## config.mk

```make
export PLATFORM = sky130hd
export DESIGN_NAME = peripheral_muldiv
export DESIGN_NICKNAME = d
export VERILOG_FILES = /design/src/rtl/peripheral_muldiv.sv
export SDC_FILE = /design/constraint.sdc
export NUM_CORES = 1
export LEC_CHECK = 0
export CAP_MARGIN = 5
export CORE_AREA = 3 3 132 134
export DETAILED_ROUTE_END_ITERATION = 8
export DIE_AREA = 0 0 135 137
export HOLD_SLACK_MARGIN = 0.08
export PLACE_DENSITY = 0.9
export SLEW_MARGIN = 20
export SYNTH_ARGS = -nofsm -noshare
export SYNTH_HDL_FRONTEND = slang
export SYNTH_SLANG_ARGS = --single-unit
```

## constraint.sdc

```tcl
create_clock -name clk -period 3.2 [get_ports clk]
set_clock_uncertainty 0.2 [all_clocks]
set_input_delay 0.48 -clock clk [delete_from_list [all_inputs] [get_ports clk]]
set_output_delay 0.48 -clock clk [all_outputs]
set_load 0.02 [all_outputs]
```

## src/rtl/peripheral_muldiv.sv

```systemverilog
// Memory-mapped iterative multiply/divide unit: shift-add multiply and restoring divide, one bit per cycle.
// Optional signed operation (FIX state, negation logic) is built when MULDIV_SIGNED_EN is defined.
module peripheral_muldiv #(
  parameter int WIDTH = 16
) (
  input  logic        clk,
  input  logic        reset,
  input  logic [31:0] d_in,
  input  logic        cs,
  input  logic [31:0] addr,
  input  logic        rd,
  input  logic        wr,
  output logic [31:0] d_out
);

  localparam int CW = $clog2(WIDTH);
`ifdef MULDIV_SIGNED_EN
  localparam logic SIGNED_SUP = 1'b1;
`else
  localparam logic SIGNED_SUP = 1'b0;
`endif

  typedef enum logic [1:0] {
    ST_IDLE = 2'd0,
`ifdef MULDIV_SIGNED_EN
    ST_FIX  = 2'd2,
`endif
    ST_RUN  = 2'd1
  } state_e;

  state_e            state_q, state_d;
  logic [WIDTH-1:0]  a_q, a_d, b_q, b_d;
  logic [WIDTH-1:0]  hi_q, hi_d, lo_q, lo_d, opnd_q, opnd_d;
  logic [CW-1:0]     cnt_q, cnt_d;
  logic              op_q, op_d, sgn_q, sgn_d, done_q, done_d, dbz_q, dbz_d;
  logic [31:0]       res_lo_q, res_lo_d, res_hi_q, res_hi_d, d_out_q, d_out_d;

  logic              wr_en_s, rd_en_s, start_s, busy_s, sgn_req_s, b_zero_s, last_s;
  logic [2:0]        sel_s;
  logic [WIDTH-1:0]  abs_a_s, abs_b_s, step_hi_s, step_lo_s;
  logic [WIDTH:0]    mul_sum_s, div_shift_s, div_diff_s;
  logic              div_ge_s;
  logic [63:0]       run_res_s;
  logic [31:0]       rd_data_s;
  logic              unused_s;

  // Extend the low w bits of v to 64 bits, filling the upper bits with fill.
  function automatic logic [63:0] ext64(input logic [63:0] v, input int unsigned w, input logic fill);
    logic [63:0] mask;
    mask = ~((64'd1 << w) - 64'd1);
    if (fill) begin
      ext64 = v | mask;
    end else begin
      ext64 = v & ~mask;
    end
  endfunction

  // Pack a finished result as {RES_HI, RES_LO}; for divide hi is the remainder and lo the quotient.
  function automatic logic [63:0] fmt_result(input logic is_div, input logic is_sgn,
                                             input logic [WIDTH-1:0] hi, input logic [WIDTH-1:0] lo);
    logic [2*WIDTH-1:0] prod;
    logic [63:0]        q64, r64;
    prod = {hi, lo};
    q64  = ext64(64'(lo), WIDTH, is_sgn & lo[WIDTH-1]);
    r64  = ext64(64'(hi), WIDTH, is_sgn & hi[WIDTH-1]);
    if (is_div) begin
      fmt_result = {r64[31:0], q64[31:0]};
    end else begin
      fmt_result = ext64(64'(prod), 2 * WIDTH, is_sgn & prod[2*WIDTH-1]);
    end
  endfunction

  assign wr_en_s  = cs & wr;
  assign rd_en_s  = cs & rd;
  assign sel_s    = addr[4:2];
  assign start_s  = wr_en_s & (sel_s == 3'd2) & ~busy_s;
  assign b_zero_s = (b_q == {WIDTH{1'b0}});
  assign last_s   = (cnt_q == {CW{1'b0}});
  assign unused_s = &{1'b0, addr, d_in};

`ifdef MULDIV_SIGNED_EN
  assign sgn_req_s = d_in[1];
`else
  assign sgn_req_s = 1'b0;
`endif

  assign abs_a_s = (sgn_req_s & a_q[WIDTH-1]) ? (~a_q + WIDTH'(1'b1)) : a_q;
  assign abs_b_s = (sgn_req_s & b_q[WIDTH-1]) ? (~b_q + WIDTH'(1'b1)) : b_q;

  // One iteration: multiply adds the multiplicand into the high half and shifts right,
  // divide shifts the next dividend bit into the partial remainder and trial-subtracts.
  always_comb begin
    mul_sum_s   = {1'b0, hi_q} + {1'b0, (lo_q[0] ? opnd_q : {WIDTH{1'b0}})};
    div_shift_s = {hi_q, lo_q[WIDTH-1]};
    div_diff_s  = div_shift_s - {1'b0, opnd_q};
    div_ge_s    = (div_shift_s >= {1'b0, opnd_q});
    if (op_q) begin
      step_hi_s = div_ge_s ? div_diff_s[WIDTH-1:0] : div_shift_s[WIDTH-1:0];
      step_lo_s = {lo_q[WIDTH-2:0], div_ge_s};
    end else begin
      step_hi_s = mul_sum_s[WIDTH:1];
      step_lo_s = {mul_sum_s[0], lo_q[WIDTH-1:1]};
    end
    run_res_s = fmt_result(op_q, 1'b0, step_hi_s, step_lo_s);
  end

`ifdef MULDIV_SIGNED_EN
  logic [2*WIDTH-1:0] fix_prod_s;
  logic [WIDTH-1:0]   fix_q_s, fix_r_s;
  logic [63:0]        fix_res_s;

  // Apply the operand signs to the magnitude result; divide-by-zero keeps its raw pattern.
  always_comb begin
    if (a_q[WIDTH-1] ^ b_q[WIDTH-1]) begin
      fix_prod_s = ~{hi_q, lo_q} + (2*WIDTH)'(1'b1);
      fix_q_s    = ~lo_q + WIDTH'(1'b1);
    end else begin
      fix_prod_s = {hi_q, lo_q};
      fix_q_s    = lo_q;
    end
    if (b_zero_s) begin
      fix_q_s = {WIDTH{1'b1}};
      fix_r_s = a_q;
    end else if (a_q[WIDTH-1]) begin
      fix_r_s = ~hi_q + WIDTH'(1'b1);
    end else begin
      fix_r_s = hi_q;
    end
    if (op_q) begin
      fix_res_s = fmt_result(1'b1, 1'b1, fix_r_s, fix_q_s);
    end else begin
      fix_res_s = fmt_result(1'b0, 1'b1, fix_prod_s[2*WIDTH-1:WIDTH], fix_prod_s[WIDTH-1:0]);
    end
  end
`endif

  // FSM state register.
  always_ff @(posedge clk) begin
    if (reset) begin
      state_q <= ST_IDLE;
    end else begin
      state_q <= state_d;
    end
  end

  // FSM next-state logic.
  always_comb begin
    state_d = state_q;
    case (state_q)
      ST_IDLE: begin
        if (start_s) begin
          state_d = ST_RUN;
        end else begin
          state_d = ST_IDLE;
        end
      end
      ST_RUN: begin
        if (!last_s) begin
          state_d = ST_RUN;
`ifdef MULDIV_SIGNED_EN
        end else if (sgn_q) begin
          state_d = ST_FIX;
`endif
        end else begin
          state_d = ST_IDLE;
        end
      end
`ifdef MULDIV_SIGNED_EN
      ST_FIX:  state_d = ST_IDLE;
`endif
      default: state_d = ST_IDLE;
    endcase
  end

  // FSM outputs.
  always_comb begin
    busy_s = (state_q != ST_IDLE);
  end

  // Datapath and register-file next state.
  always_comb begin
    a_d      = a_q;
    b_d      = b_q;
    hi_d     = hi_q;
    lo_d     = lo_q;
    opnd_d   = opnd_q;
    cnt_d    = cnt_q;
    op_d     = op_q;
    sgn_d    = sgn_q;
    done_d   = done_q;
    dbz_d    = dbz_q;
    res_lo_d = res_lo_q;
    res_hi_d = res_hi_q;
    if (wr_en_s && !busy_s && (sel_s == 3'd0)) begin
      a_d = d_in[WIDTH-1:0];
    end else if (wr_en_s && !busy_s && (sel_s == 3'd1)) begin
      b_d = d_in[WIDTH-1:0];
    end else begin
      a_d = a_q;
    end
    case (state_q)
      ST_IDLE: begin
        if (start_s) begin
          op_d   = d_in[0];
          sgn_d  = sgn_req_s;
          hi_d   = {WIDTH{1'b0}};
          lo_d   = d_in[0] ? abs_a_s : abs_b_s;
          opnd_d = d_in[0] ? abs_b_s : abs_a_s;
          cnt_d  = CW'(WIDTH - 1);
          done_d = 1'b0;
          dbz_d  = 1'b0;
        end else begin
          cnt_d = cnt_q;
        end
      end
      ST_RUN: begin
        hi_d  = step_hi_s;
        lo_d  = step_lo_s;
        cnt_d = cnt_q - CW'(1);
        if (last_s && !sgn_q) begin
          res_lo_d = run_res_s[31:0];
          res_hi_d = run_res_s[63:32];
          done_d   = 1'b1;
          dbz_d    = op_q & b_zero_s;
        end else begin
          done_d = done_q;
        end
      end
`ifdef MULDIV_SIGNED_EN
      ST_FIX: begin
        res_lo_d = fix_res_s[31:0];
        res_hi_d = fix_res_s[63:32];
        done_d   = 1'b1;
        dbz_d    = op_q & b_zero_s;
      end
`endif
      default: begin
        done_d = done_q;
      end
    endcase
  end

  // Read mux; reads see the register contents from before this cycle's write.
  always_comb begin
    case (sel_s)
      3'd0:    rd_data_s = 32'(a_q);
      3'd1:    rd_data_s = 32'(b_q);
      3'd3:    rd_data_s = {28'd0, SIGNED_SUP, dbz_q, done_q, busy_s};
      3'd4:    rd_data_s = res_lo_q;
      3'd5:    rd_data_s = res_hi_q;
      default: rd_data_s = 32'd0;
    endcase
    if (rd_en_s) begin
      d_out_d = rd_data_s;
    end else begin
      d_out_d = d_out_q;
    end
  end

  // Datapath and register-file storage.
  always_ff @(posedge clk) begin
    if (reset) begin
      a_q      <= {WIDTH{1'b0}};
      b_q      <= {WIDTH{1'b0}};
      hi_q     <= {WIDTH{1'b0}};
      lo_q     <= {WIDTH{1'b0}};
      opnd_q   <= {WIDTH{1'b0}};
      cnt_q    <= {CW{1'b0}};
      op_q     <= 1'b0;
      sgn_q    <= 1'b0;
      done_q   <= 1'b0;
      dbz_q    <= 1'b0;
      res_lo_q <= 32'd0;
      res_hi_q <= 32'd0;
      d_out_q  <= 32'd0;
    end else begin
      a_q      <= a_d;
      b_q      <= b_d;
      hi_q     <= hi_d;
      lo_q     <= lo_d;
      opnd_q   <= opnd_d;
      cnt_q    <= cnt_d;
      op_q     <= op_d;
      sgn_q    <= sgn_d;
      done_q   <= done_d;
      dbz_q    <= dbz_d;
      res_lo_q <= res_lo_d;
      res_hi_q <= res_hi_d;
      d_out_q  <= d_out_d;
    end
  end

  assign d_out = d_out_q;

endmodule

```

==> reports/metrics.cfg <==
[outcome]
status=complete, no violations

[worst_setup_path]
r2r_slack_ns=0.12
endpoint_kind=flip-flop
crit_required_ns=3.29
worst-path-max-fanout=11
critical_path_class=reg -> reg
slowest_stage=o21ai_0
crit_family=compound AO/OA/AOI/OAI gates
reg2reg_depth=11
critPathMaxStageDelay_ns=0.46
path_buf_inv=2
start_kind=flip-flop
reg2reg_to=res_hi_q[4]
path_cells=inv_1 > ha_1 > nor2b_2 > o2111ai_1 > nand3_1 > a21oi_2 > a211o_1 > buf_4 > and3_2 > o21ai_0 > a21oi_1
r2r-start=opnd_q[1]
cp.arrival_ns=3.17

[pwr]
peakVddDrop_v=0.000588
p_per_area_mw_per_mm2=474
p_leak_nw=3.76
p_total_mw=5.08

[detailed_routing]
wirelength_um=26700
drc=0
vias=8800
dr.first_iter.drc_count=1141
avgRoutedWirePerCell_um=19.7
first_pass_iters=6
avgViaCountPerCell=6.49
ant_nets=0

[min_path]
hp-start=res_lo_q[26]
hold_end=res_lo_q[26]
hold_class=reg -> reg
min_path_cells=2

[placement]
pre_cts_ws_ns=0.0817
hpwlAfterDp_um=18100
gp_congestion=0.980
io_buffers=55

[global_routing]
antenna_found_initial=0
grt_max_degree=77
grt_overflow=0
first_global_vias=8269
grt_pass1_wl_um=42800
grt.total_usage_pct=29.1

[timing]
max_freq_ghz=0.325
finalHoldViolCount=0
drv_slew=0
relSlewSlack_pct=47.5
setup_viol=0
tns_ns=0
hold_ws_ns=0.257
rsz0062_at_grt=no
fin_crit_sh_pct=96.2
period_minus_slack_ns=3.08
worstMarginPinSlew_ns=0.788
setup_ws_ns=0.123

[job]
max_cap_violations=0

[floorplanning]
die_h_um=137
start_util_pct=56.1
fp-row-count=47
die_x_um=135
ios=101
core_mm2=0.0164
dieArea_mm2=0.0185

[synthesis]
avgSynthCellArea_um2=8.47
synth-main-ff-cell=dfxtp_1
synth_cell_types=65
synth_nets=1192
syn_inst=1088
synthesis.area_mm2=0.00921
synth_edf_count=0
yosys_warnings=0
postSynthRegisterBits=168
async_flop_share_pct=0
ys_seq_area_share_pct=36.5

[cts]
tritoncts=done
ctsLongestPathBuffers=2
clock-sinks=168
clkLatencyLatePin_ns=0.44
ctsRootBufferMaster=clkbuf_16
htree_num_levels=4
clk_pin_slew_ns=0.07
post_cts_buffers=0
cts_made_buffers=17

[finish]
layout_common_cells=dfxtp_1 (166), nand2_1 (128), nor2_1 (111), a21oi_1 (91), a211oi_1 (61)
nets=1227
multi_input_area_mm2=0.00542
final_common_cell=dfxtp_1
area_growth_pct=16.4
register_area_mm2=0.00337
drive_gt1_share_pct=12.9
num-fill-cells=1201
antenna_cells=0

what timing repair did:
item / 4_1_cts / 5_1_grt
gates resized for setup: 0 / 5
hold endpoints to repair: 0 / 0
hold buffers: 0 / 0
endpoints found under the setup margin: 0 / 9
flip-flops by register name, summed over array words and instances (netlist names):
| name | flops |
|---|---|
| a_q | 16 |
| hi_q | 16 |
| res_lo_q | 32 |
| op_q | 1 |
| abs_b_s | 16 |
| res_hi_q | 16 |
| dbz_q | 1 |
| lo_q | 16 |
| done_q | 1 |
| state_q | 1 |
| opnd_q | 16 |
| d_out | 32 |
| cnt_q | 4 |
power by group:
| part | internal [mW] | total (mW) | leakage, nW | switching (mW) |
|---|---|---|---|---|
| clock network | 1.27 | 2.21 | 0.307 | 0.934 |
| logic | 0.286 | 0.723 | 2.10 | 0.437 |
| registers | 2.12 | 2.15 | 1.36 | 0.0304 |
cells by family (layout without fill, tap and decap cells):
family,count (synthesis),count (layout),synth area share (%)
adders and majority gates,35,35,4.92
AOI/OAI and AO/OA,317,317,23.6
xor gates and xnor gates,21,21,2.00
and+or+nand+nor,368,368,18.4
buffers and inverters,112,160,5.15
DFF,168,168,36.5
muxes,67,67,9.45
worst max-delay path by stage:
stage                         start            to  cells past startpoint
after floorplan             lo_q[0]  res_lo_q[31]                     11
after global placement      lo_q[0]  res_lo_q[31]                     12
after global routing        lo_q[0]  res_lo_q[31]                     12
after CTS                   lo_q[0]  res_lo_q[31]                     12
after detailed placement    lo_q[0]  res_lo_q[31]                     12
final                     opnd_q[1]   res_hi_q[4]                     11
cell usage after synthesis, types with 9 or more instances:
master | number | share of area, %
xnor2_1 | 12 | 1.1
nor2_1 | 112 | 4.6
a311oi_1 | 14 | 1.3
o21ai_0 | 32 | 1.7
o211ai_1 | 10 | 0.81
xor2_1 | 9 | 0.86
nor2b_1 | 19 | 1.3
dfxtp_1 | 168 | 37
ha_1 | 33 | 4.5
a21o_1 | 9 | 0.73
mux2i_1 | 51 | 5.5
inv_1 | 30 | 1.2
nand3_1 | 18 | 0.98
mux4_2 | 16 | 3.9
a22oi_1 | 29 | 2.4
nand2_1 | 128 | 5.2
o21ba_2 | 16 | 1.7
a31oi_1 | 9 | 0.61
a21oi_1 | 91 | 4.9
clkbuf_1 | 63 | 2.6
a211oi_1 | 61 | 5.0
nor3_1 | 19 | 1.0
and2_1 | 17 | 1.2
routing by layer:
| layer | vias to the layer above | share of wire, % | track usage (%) |
|---|---|---|---|
| met3 | 102 | 10 | 7.32 |
| met1 | 4170 | 41 | 38.7 |
| met4 | 0 | 4.6 | 13.5 |
| li1 | 4010 | - | - |
| met5 | - | 0 | 0 |
| met2 | 518 | 45 | 44.7 |
through the flow:
stage / cells / cell area (µm²) / utilization, %
after floorplan: 1088 / 9210 / -
final: 1356 / 10700 / 65.3
after global routing: 1356 / 10700 / 65.3
after CTS: 1356 / 10700 / 65.2
after global placement: 1324 / 10100 / 61.4
after detailed placement: 1324 / 10100 / 61.4
area by class of cell:
class	instances	area share, %
clock buffer	18	4.10
clock inverter	14	1.77
inverter	30	1.05
multi-input combinational	808	50.6
sequential	168	31.4
tap	220	2.57
timing repair buffer	98	8.54
worst min-delay path: cells and delay by family, from the launching register on:
family | cells | cell delay, ns
compound gates | 1 | 0.05
simple gates | 1 | 0.05
flops | 1 | 0.31
Note: power is estimated with default switching activity, not from simulation.
